`src/rtl/vector_frame_pkg.sv`:
```
// Shared types and constants for the vector display frame-source arbiter.
package vector_frame_pkg;

    typedef enum logic {
        SHOW  = 1'b0,
        BLANK = 1'b1
    } frame_state_t;

    localparam int VEC_WORD_W = 18;

    // Pen up with the beam parked at the origin.
    localparam logic [VEC_WORD_W-1:0] VF_BLANK_WORD = '0;

    function automatic int cnt_width(input int limit);
        return $clog2(limit) + 1;
    endfunction

endpackage

```
`src/rtl/vector_frame_arbiter_pick.sv`:
```
// Combinational target picker: priority (highest request) or circular rotation.
module frame_arbiter_pick #(
    parameter  int NSRC        = 4,
    parameter  int DEFAULT_SRC = 0,
    localparam int SW          = $clog2(NSRC)
) (
    input  logic [NSRC-1:0] i_req,
    input  logic [SW-1:0]   i_sel,
    input  logic            i_mode,
    input  logic            i_hold_done,
    output logic [SW-1:0]   o_target
);

    localparam logic [SW-1:0] DEF_SEL = SW'(DEFAULT_SRC);

    logic [SW-1:0] w_prio;
    logic [SW-1:0] w_rot;

    always_comb begin
        w_prio = DEF_SEL;
        for (int i = 0; i < NSRC; i++) begin
            if (i_req[i[SW-1:0]]) w_prio = i[SW-1:0];
        end
    end

    // Walk downwards so the nearest set bit after i_sel wins; i_sel itself is the last resort.
    always_comb begin
        int idx;
        idx   = 0;
        w_rot = DEF_SEL;
        if (i_req[i_sel]) w_rot = i_sel;
        for (int k = NSRC - 1; k >= 1; k--) begin
            idx = (int'(i_sel) + k) % NSRC;
            if (i_req[idx[SW-1:0]]) w_rot = idx[SW-1:0];
        end
    end

    always_comb begin
        o_target = w_prio;
        if (i_mode) o_target = i_hold_done ? w_rot : i_sel;
    end

endmodule

```
`src/rtl/vector_frame_arbiter.sv`:
```
// Frame-synchronous source selector for the vector display, with blanking frames on every switch.
module vector_frame_arbiter
    import vector_frame_pkg::*;
#(
    parameter int                    NSRC           = 4,
    parameter int                    ADDRESSWIDTH   = 16,
    parameter int                    DATAWIDTH      = 18,
    parameter int                    DEFAULT_SRC    = 0,
    parameter int                    BLANK_FRAMES   = 1,
    parameter int                    HOLD_FRAMES    = 60,
    parameter logic [DATAWIDTH-1:0]  BLANK_WORD     = DATAWIDTH'(VF_BLANK_WORD),
    parameter int                    TIMEOUT_CYCLES = 2_000_000
) (
    input  logic                        clk,
    input  logic                        rst,
    input  logic [NSRC-1:0]             i_req,
    input  logic                        i_mode,
    input  logic                        i_frame_done,
    input  logic [ADDRESSWIDTH-1:0]     i_adr_in,
    input  logic [NSRC*DATAWIDTH-1:0]   i_data_src,
    output logic [ADDRESSWIDTH-1:0]     o_adr_out,
    output logic [DATAWIDTH-1:0]        o_data_out,
    output logic [$clog2(NSRC)-1:0]     o_sel,
    output logic                        o_blanking,
    output logic                        o_switched,
    output logic                        o_timeout
);

    localparam int SW = $clog2(NSRC);
    localparam int HW = cnt_width(HOLD_FRAMES);
    localparam int BW = cnt_width(BLANK_FRAMES);
    localparam int TW = cnt_width(TIMEOUT_CYCLES);

    localparam logic [SW-1:0] DEF_SEL    = SW'(DEFAULT_SRC);
    localparam logic [HW-1:0] HOLD_MAX   = HW'(HOLD_FRAMES - 1);
    localparam logic [BW-1:0] BLANK_INIT = BW'(BLANK_FRAMES);
    localparam logic [TW-1:0] TO_MAX     = TW'(TIMEOUT_CYCLES - 1);

    frame_state_t  r_state, w_state_next;
    logic [SW-1:0] r_sel, w_sel_next;
    logic [HW-1:0] r_hold, w_hold_next;
    logic [BW-1:0] r_blank, w_blank_next;
    logic [TW-1:0] r_to, w_to_next;
    logic          r_mode;
    logic          r_switched, w_switched_next;

    logic          w_timeout;
    logic          w_bnd;
    logic          w_hold_done;
    logic [SW-1:0] w_target;

    logic [DATAWIDTH-1:0] w_src [NSRC];

    genvar gi;
    generate
        for (gi = 0; gi < NSRC; gi++) begin : g_src
            assign w_src[gi] = i_data_src[gi*DATAWIDTH +: DATAWIDTH];
        end
    endgenerate

    assign w_timeout   = (r_to == TO_MAX);
    assign w_bnd       = i_frame_done | w_timeout;
    assign w_hold_done = (r_hold == HOLD_MAX);

    frame_arbiter_pick #(
        .NSRC        (NSRC),
        .DEFAULT_SRC (DEFAULT_SRC)
    ) u_pick (
        .i_req       (i_req),
        .i_sel       (r_sel),
        .i_mode      (r_mode),
        .i_hold_done (w_hold_done),
        .o_target    (w_target)
    );

    always_comb begin
        w_state_next    = r_state;
        w_sel_next      = r_sel;
        w_hold_next     = r_hold;
        w_blank_next    = r_blank;
        w_switched_next = 1'b0;
        w_to_next       = w_bnd ? '0 : r_to + TW'(1);

        case (r_state)
            SHOW: begin
                if (w_bnd) begin
                    if (w_target != r_sel) begin
                        w_sel_next      = w_target;
                        w_switched_next = 1'b1;
                        w_hold_next     = '0;
                        if (BLANK_FRAMES > 0) begin
                            w_state_next = BLANK;
                            w_blank_next = BLANK_INIT;
                        end
                    end else if (r_mode && w_hold_done) begin
                        w_hold_next = '0;
                    end else if (!w_hold_done) begin
                        w_hold_next = r_hold + HW'(1);
                    end
                end
            end
            BLANK: begin
                if (w_bnd) begin
                    w_blank_next = r_blank - BW'(1);
                    if (r_blank == BW'(1)) w_state_next = SHOW;
                end
            end
            default: w_state_next = SHOW;
        endcase

        // A freshly seen mode restarts the hold period.
        if (i_mode != r_mode) w_hold_next = '0;
    end

    always_ff @(posedge clk or posedge rst) begin
        if (rst) begin
            r_state    <= SHOW;
            r_sel      <= DEF_SEL;
            r_hold     <= '0;
            r_blank    <= '0;
            r_to       <= '0;
            r_mode     <= 1'b0;
            r_switched <= 1'b0;
        end else begin
            r_state    <= w_state_next;
            r_sel      <= w_sel_next;
            r_hold     <= w_hold_next;
            r_blank    <= w_blank_next;
            r_to       <= w_to_next;
            r_mode     <= i_mode;
            r_switched <= w_switched_next;
        end
    end

    assign o_adr_out  = i_adr_in;
    assign o_data_out = (r_state == BLANK) ? BLANK_WORD : w_src[r_sel];
    assign o_sel      = r_sel;
    assign o_blanking = (r_state == BLANK);
    assign o_switched = r_switched;
    assign o_timeout  = w_timeout;

endmodule
```
`config.mk`:
```
export PLATFORM = sky130hd
export DESIGN_NAME = vector_frame_arbiter
export DESIGN_NICKNAME = d
export VERILOG_FILES = /design/src/rtl/vector_frame_pkg.sv /design/src/rtl/vector_frame_arbiter_pick.sv /design/src/rtl/vector_frame_arbiter.sv
export SDC_FILE = /design/constraint.sdc
export NUM_CORES = 1
export LEC_CHECK = 0
export ABC_CLOCK_PERIOD_IN_PS = 3820
export BUFFER_PORTS_ARGS = -buffer_cell sky130_fd_sc_hd__buf_2
export CAP_MARGIN = 10
export CORE_ASPECT_RATIO = 0.8
export CORE_MARGIN = 2
export CORE_UTILIZATION = 47
export CTS_CLUSTER_DIAMETER = 80
export DETAILED_ROUTE_END_ITERATION = 6
export PLACE_DENSITY = 0.83
export SLEW_MARGIN = 25
export SYNTH_ARGS = -nofsm -noshare
export SYNTH_HDL_FRONTEND = slang
export SYNTH_SLANG_ARGS = --single-unit
export TNS_END_PERCENT = 5
```
`constraint.sdc`:
```
create_clock -name clk -period 3.82 [get_ports clk]
set_input_delay 0.573 -clock clk [delete_from_list [all_inputs] [get_ports clk]]
set_output_delay 0.573 -clock clk [all_outputs]
set_load 0.05 [all_outputs]
```
# Word-level counts from Yosys, hierarchy flattened
# Index checks and enable logic that the tools add are counted.
[totals] reg_bits=35 out_inout_bits=39 wordCells=73
[classes] addsub=6 order_cmp=5 n_eq_ne=9 mux=38 n_bitwise=3 reduce_logical=5
[ops] operator="two-way mux 18 bit" n=3
[ops] operator="two-way mux 7 bit" n=6
[ops] operator="binary-select mux 18 bit (select 2 bit)" n=1
[ops] operator="adder 22 x 1 -> 22 bit (second input constant)" n=1
[ops] operator="== test 22 x 21 -> 1 bit (second input constant)" n=1
[ops] operator="two-way mux 22 bit" n=1
[ops] operator="two-way mux 2 bit" n=8
[ops] operator="two-way mux 1 bit" n=13
[ops] operator="< comparator 2 x 3 -> 1 bit (second input constant)" n=4
[ops] operator="AND reduction 3 bit" n=3
[ops] operator="binary-select mux 1 bit (select 2 bit)" n=4
[ops] operator="adder 7 x 1 -> 7 bit (second input constant)" n=1
[ops] operator="== test 7 x 6 -> 1 bit (second input constant)" n=1
[ops] operator="adder 2 bit (second input constant)" n=2
[ops] operator="!= test 2 x 1 -> 1 bit (second input constant)" n=2
[ops] operator="!= test 2 bit (second input constant)" n=2
[ops] operator="!= test 4 bit (second input constant)" n=1
[ops] operator="case mux 1 bit (2 select lines)" n=2
[ops] operator=">= comparator 3 bit (second input constant)" n=1
[ops] operator="inverter 2 -> 3 bit" n=1
[ops] operator="adder 2 x 1 -> 2 bit (second input constant)" n=1
[ops] operator="!= test 2 bit" n=1
[ops] operator="nonzero test 2 bit" n=1
[ops] operator="logical AND 1 bit" n=1
[ops] operator="4 further kinds" n=4

# Longest topological paths before layout
# Gate-level depths: netlist of the first run.
[depth] word_depth=13 depth_mapped=7

# Modules after synthesis
# Synthesis of the first run repeated with hierarchy kept, for this count alone.
[unflattened] hier_cells=255 hier_area_um2=2555.0
[modules_own_cells] mod="vector_frame_arbiter" instances=1 cells_per_inst=234 area_per_inst_um2=2408.6 seq_area_each_um2=875.8
[modules_own_cells] mod="frame_arbiter_pick" instances=1 cells_per_inst=21 area_per_inst_um2=146.4 seq_area_each_um2=0.0

# Worst setup path after synthesis of the first run
# Ideal clock, no wire load.
[synth_path] path_type="register -> output" start="register r_sel[0], in the netlist o_sel[0]" end="output port o_data_out[0]" t_arrival_ps=2132 required_time_ps=3247 slack_ps=1115 path_stages_with_launch=5 path_cell_list="dfrtp_1 clkbuf_1 buf_2 mux4_2 and2_1"
[synth_between] elab_chain_len=5
[synth_rtl] item="start, declared" line="vector_frame_arbiter.sv:40" source="logic [SW-1:0] r_sel, w_sel_next;"
[synth_rtl] item="start signal, assigned" line="vector_frame_arbiter.sv:126" source="r_sel <= w_sel_next;"
[synth_rtl] item="inverter 2 -> 3 bit (implied by the code)" line="vector_frame_arbiter.sv:136" source="assign o_data_out = (r_state == BLANK) ? BLANK_WORD : w_src[r_sel];"
[synth_rtl] item="binary-select mux 18 bit (select 2 bit)" line="vector_frame_arbiter.sv:136"
[synth_rtl] item="two-way mux 18 bit (implied by the code) (2 in a row)" line="vector_frame_arbiter.sv:136"
[synth_rtl] item="two-way mux 18 bit" line="vector_frame_arbiter.sv:136"
[synth_rtl] item="end, declared" line="vector_frame_arbiter.sv:22" source="output logic [DATAWIDTH-1:0] o_data_out,"
# Every way passes these cells. The select of a mux whose other input is x is not followed.

# Worst setup path after layout of the first run
[layout_path] start="register r_sel[0], in the netlist o_sel[0]" end="output port o_data_out[1]"
# Same word-level chain as after synthesis.

==> metrics.cfg, run 1 <==
[place]
portBuffers = 102
dpl.hpwl_um = 4650
gp_congestion = 0.860
place_area_um2 = 3050

[sta]
skew_ps = 6.59
setup_tns_ps = 0
post-route-min-period_ps = 2970
period_share_pct = 77.8
setup_viol = 0
relSlewSlack_pct = 51.7
hold_violations = 0
drv_slew = 0
worst_pin_slew_ps = 724
rsz0062_at_grt = no
fmax_mhz = 337

[status]
status = completed

[floorplanning]
floorplan.die_area_um2 = 6150
initial_core_util_pct = 48.1
die_w_um = 87.2
io_pins = 135
rows = 24
core_um2 = 5410
die_h_um = 70.5

[route]
drt-initial-drc-count = 125
num_vias = 2390
dr.pass1.iters = 4
post_drt_wl_per_cell_um = 14.5
ant_nets = 0
viasPerCell = 5.65
wirelength_um = 6130
drcViolationCount = 0

[power_and_ir_drop]
pwr-share-comb_pct = 58.8
power_frac_seq_pct = 26.2
p_sw_uw = 961
intPower_uw = 994
clockPowerShare_pct = 15.0
total_power_mw = 1.96
power_density_nw_per_um2 = 621
switching_share_pct = 49.2
ir_drop_mv = 0.431
p_leak_nw = 1.46

[critical_path]
cp-end-kind = primary output
arrival_ps = 2400
worstPathRequired_ps = 3250
crit_type = flip-flop to primary output
critPathMaxFanout = 19
crit_path_start_kind = flip-flop

[clock_network]
cts_buffer_depth = 2
clkLatencyLatePin_ps = 290
cts_buffers = 5
clkSinkCount = 35
clk_pin_slew_ps = 70
tritoncts = yes
cts_setup_buffers = 0
clockRootBuffer = clkbuf_8
ctsResizeCount = 0
cts_hold_buf = 0
htreeDepth = 2

[final_layout]
synthToLayoutAreaGrowth_pct = 21.1
n_antenna_cell = 0
postLayoutCoreUtil_pct = 58.3
layout-drive-gt1-share_pct = 38.8
final_nets = 455
final_area_um2 = 3150
fill_cells = 512

[yosys]
synth-edff-count = 0
ys_ff_latch = 35
yosys-top-cells-count = dfrtp_1, nor2_1, and2_1
yosysMostFrequentCell = dfrtp_1
syn_nets = 370
ys_top_cells_by_area = dfrtp_1, mux4_2, buf_4, and2_1, nor2_1
synth_top_area_share_pct = 33.7
synth.distinct_cells = 48
netlist_area_um2 = 2600
ys.flop_type = dfrtp_1
synth_top_area_cell = dfrtp_1
async_reset_ff_share_pct = 100
synthesis.instances = 272
avgSynthCellArea_um2 = 9.56
yosys_warnings = 0
synth-seq-area-share_pct = 33.7

[global_routing]
overflow = 0
grt_max_degree = 36
antenna_found_initial = 0
grt_pass1_vias = 2275
track_usage_pct = 20.6
grt_pass1_wl_um = 10200

[run]
drv_cap = 0

[hold_path]
hold_class = primary input to asynchronous set/reset pin

[final timing paths]
kind	from	to	slack, ps	depth (start not counted)
max	o_sel[0]$_DFFE_PP0P_	o_data_out[1]	850	4
min	rst	r_hold[0]$_DFFE_PP0P_	370	3
max reg2reg	o_sel[0]$_DFFE_PP0P_	r_hold[0]$_DFFE_PP0P_	1300	6
min reg2reg	r_to[0]$_DFF_PP0_	r_to[0]$_DFF_PP0_	510	1
max in group asynchronous	rst	o_sel[1]$_DFFE_PP0P_	3110	3
min in group clk	i_mode	r_mode$_DFF_PP0_	450	1
[placed cells by master (no fill, tap or decap), types with 2 or more instances in the layout]
| cell | n |
|---|---|
| nor4_1 | 2 |
| or2_2 | 4 |
| clkbuf_8 | 7 |
| and3_1 | 3 |
| nor2_1 | 29 |
| buf_2 | 102 |
| nor3_1 | 8 |
| or3_1 | 7 |
| nand3_1 | 14 |
| inv_1 | 6 |
| xor2_1 | 10 |
| and4_1 | 2 |
| xnor2_1 | 4 |
| nand4_1 | 5 |
| a21oi_1 | 12 |
| mux4_2 | 18 |
| a22o_1 | 3 |
| nor4bb_1 | 2 |
| a2111oi_0 | 2 |
| and2_1 | 19 |
| nand2b_1 | 3 |
| dfrtp_1 | 34 |
| nand2_1 | 13 |
| nor2b_1 | 3 |
| a21o_1 | 4 |
| buf_4 | 3 |
| o21ai_0 | 15 |
| o21a_1 | 2 |
| ha_1 | 2 |
[power groups by stage]
stage                     clock network, mW  registers, mW  logic (mW)
after floorplan                           0          0.497       0.991
after global placement                    0          0.513        1.14
after detailed placement                  0          0.519        1.16
after CTS                             0.301          0.511        1.16
after global routing                  0.325          0.525        1.23
final                                 0.293          0.512        1.15
[registers in the layout, indices dropped and copies added, names as in the netlist]
signal      cells
r_to           22
r_hold          7
o_sel           2
o_blanking      1
o_switched      1
r_blank         1
r_mode          1
[per-layer routing]
| layer | vias up | share of wire (%) | GRT usage [%] |
|---|---|---|---|
| li1 | 1153 | - | - |
| met1 | 1153 | 44 | 26.8 |
| met2 | 67 | 48 | 33.8 |
| met3 | 17 | 7.4 | 5.91 |
| met4 | 0 | 1.3 | 5.98 |
| met5 | - | 0 | 0 |
[through the flow]
stage	setup slack [ps]	hold WS, ps	cells
final	849	370	423
after global routing	679	406	423
after CTS	812	386	423
after detailed placement	1120	509	415
after global placement	1200	503	415
after floorplan	1120	476	272
[logic make-up after synthesis]
logic type / synth area share [%]
and+or+nand+nor: 24.2
AOI/OAI and AO/OA: 13.1
DFF: 33.7
buffers and inverters: 7.27
muxes: 16.0
xor gates and xnor gates: 4.72
adders and majority gates: 0.962
[worst max-delay path, stage by stage, from the launching register on]
cell and delay [ps]:
dfrtp_1 810, buf_4 380, mux4_2 530, and2_1 170, buf_2 210
[area by class of cell]
class | instances | area (um2) | area share [%]
multi-input combinational | 204 | 1540 | 48.7
sequential | 35 | 877 | 27.9
timing repair buffer | 105 | 533 | 16.9
clock buffer | 8 | 100 | 3.18
tap | 65 | 81.3 | 2.58
inverter | 6 | 22.5 | 0.715
No activity file was read; power rests on OpenSTA's default activity.
==> run 2: changes to the inputs <==
ABC_CLOCK_PERIOD_IN_PS = 3000   (was 3820)
CORE_UTILIZATION = 46   (was 47)
PLACE_DENSITY = 0.81   (was 0.83)
clock period = 3 ns   (was 3.82 ns; I/O delays follow)
==> run 2 against run 1 <==
Sequential share of layout area down 0.51 points. Cell count grew 3.8%. Global-route usage rose by 0.31 points. Core utilization is 0.34 points higher. Routed wire length grew 8.2%. Worst setup slack worse by 440 ps.
==> metrics.cfg, run 2 (same netlist as run 1, synthesis figures left out) <==
[global_routing]
grt_pass1_vias = 2382  ; +4.7%
grt_max_degree = 23  ; -36%
grt_pass1_wl_um = 10600  ; +3.9%
track_usage_pct = 20.9  ; +0.31 points
overflow = 0  ; unchanged
antenna_found_initial = 0  ; unchanged

[floorplanning]
die_h_um = 71.2  ; +1.0%
die_w_um = 88.1  ; +1.0%
core_um2 = 5470  ; +1.1%
rows = 24  ; unchanged
initial_core_util_pct = 47.6  ; -0.53 points
floorplan.die_area_um2 = 6270  ; +2.1%
io_pins = 135  ; unchanged

[power_and_ir_drop]
total_power_mw = 2.55  ; +30%
ir_drop_mv = 0.347  ; -20%
p_leak_nw = 1.48  ; +1.3%
power_density_nw_per_um2 = 796  ; +28%

[sta]
hold_violations = 0  ; unchanged
setup_tns_ps = 0  ; unchanged
drv_slew = 0  ; unchanged
setup_viol = 0  ; unchanged
period_share_pct = 86.3
skew_ps = 3.19  ; -3.40 ps
relSlewSlack_pct = 54.7  ; +3.0 points
post-route-min-period_ps = 2590
worst_pin_slew_ps = 678  ; -45.8 ps
rsz0062_at_grt = no
fmax_mhz = 386

[route]
ant_nets = 0  ; unchanged
num_vias = 2453  ; +2.6%
viasPerCell = 5.59  ; -1.1%
drcViolationCount = 0  ; unchanged
dr.pass1.iters = 4  ; unchanged
drt-initial-drc-count = 139  ; +11%
wirelength_um = 6630  ; +8.2%
post_drt_wl_per_cell_um = 15.1  ; +4.3%

[run]
drv_cap = 0  ; unchanged

[hold_path]
hold_class = primary input to asynchronous set/reset pin

[final_layout]
postLayoutCoreUtil_pct = 58.6  ; +0.34 points
layout_commonest_cell = buf_2
layout-drive-gt1-share_pct = 39.3  ; +0.51 points
synthToLayoutAreaGrowth_pct = 23.2
regMostFlops = r_to
final_nets = 458  ; +0.66%
largest_reg_flops = 22  ; unchanged
n_antenna_cell = 0  ; unchanged
final_cell_mix = buf_2, dfrtp_1, nor2_1, and2_1, mux4_2
final_area_um2 = 3200  ; +1.7%

[place]
dpl.hpwl_um = 5200  ; +12%
portBuffers = 102  ; unchanged
place_area_um2 = 3100  ; +1.7%
gp_congestion = 0.858  ; -0.23%

[clock_network]
tritoncts = yes
clkSinkCount = 35  ; unchanged
clk_pin_slew_ps = 70  ; about the same
htreeDepth = 2  ; unchanged
cts_setup_buffers = 0  ; unchanged
ctsResizeCount = 0  ; unchanged
clockRootBuffer = clkbuf_8
cts_buffers = 5  ; unchanged
cts_hold_buf = 0  ; unchanged
cts_buffer_depth = 2  ; unchanged
clkLatencyLatePin_ps = 270  ; -20 ps

[critical_path]
cp-end-kind = primary output
worstPathRequired_ps = 2550  ; -700 ps
crit_type = flip-flop to primary output
crit_path_start_kind = flip-flop
critPathMaxFanout = 14  ; -5
arrival_ps = 2140  ; -260 ps

[status]
status = completed

[run 2: final cells by class]
cell class / instances / area, um2
repair buffers: 108 / 568
multi-input cells: 204 / 1540
inverters: 6 / 22.5
flip-flops and latches: 35 / 876
fillers: 492 / 2260
clock inverters: 1 / 7.51
well taps: 78 / 97.6
clock buffers: 7 / 96.3
[run 2: per-stage QoR]
step	setup WS, ps	hold slack, ps	std cells
floorplan	418	476	272
global placement	639	504	431
detailed placement	559	503	431
CTS	387	287	439
global route	270	312	439
finish	411	266	439
[run 2: worst max-delay path, cell delays in order, from the launching register on]
cell and delay [ps]:
dfrtp_1 720, buf_4 270, mux4_2 500, and2_1 170, buf_2 210
[run 2: final timing paths]
kind	start	end	slack (ps)	cells after the start
min in group clk	i_mode	r_mode$_DFF_PP0_	310	1
max reg2reg	o_sel[1]$_DFFE_PP0P_	r_hold[0]$_DFFE_PP0P_	530	7
min reg2reg	r_to[0]$_DFF_PP0_	r_to[0]$_DFF_PP0_	510	1
max	o_sel[0]$_DFFE_PP0P_	o_data_out[15]	410	4
max in group asynchronous	rst	r_to[8]$_DFF_PP0_	2040	3
min	rst	r_to[10]$_DFF_PP0_	270	2
[run 2: power breakdown]
| part | leakage [nW] | switching (mW) | internal (mW) |
|---|---|---|---|
| Combinational | 0.951 | 0.989 | 0.578 |
| Sequential | 0.474 | 0.101 | 0.512 |
| Clock | 0.0505 | 0.162 | 0.209 |
| Total | 1.48 | 1.25 | 1.30 |
[run 2: per-layer routing]
layer	up-vias	GRT usage, %	wire [um]
met3	12	5.18	508
met1	1178	26.3	2780
met5	-	0	0
li1	1160	-	-
met2	103	36.8	3270
met4	0	4.55	73
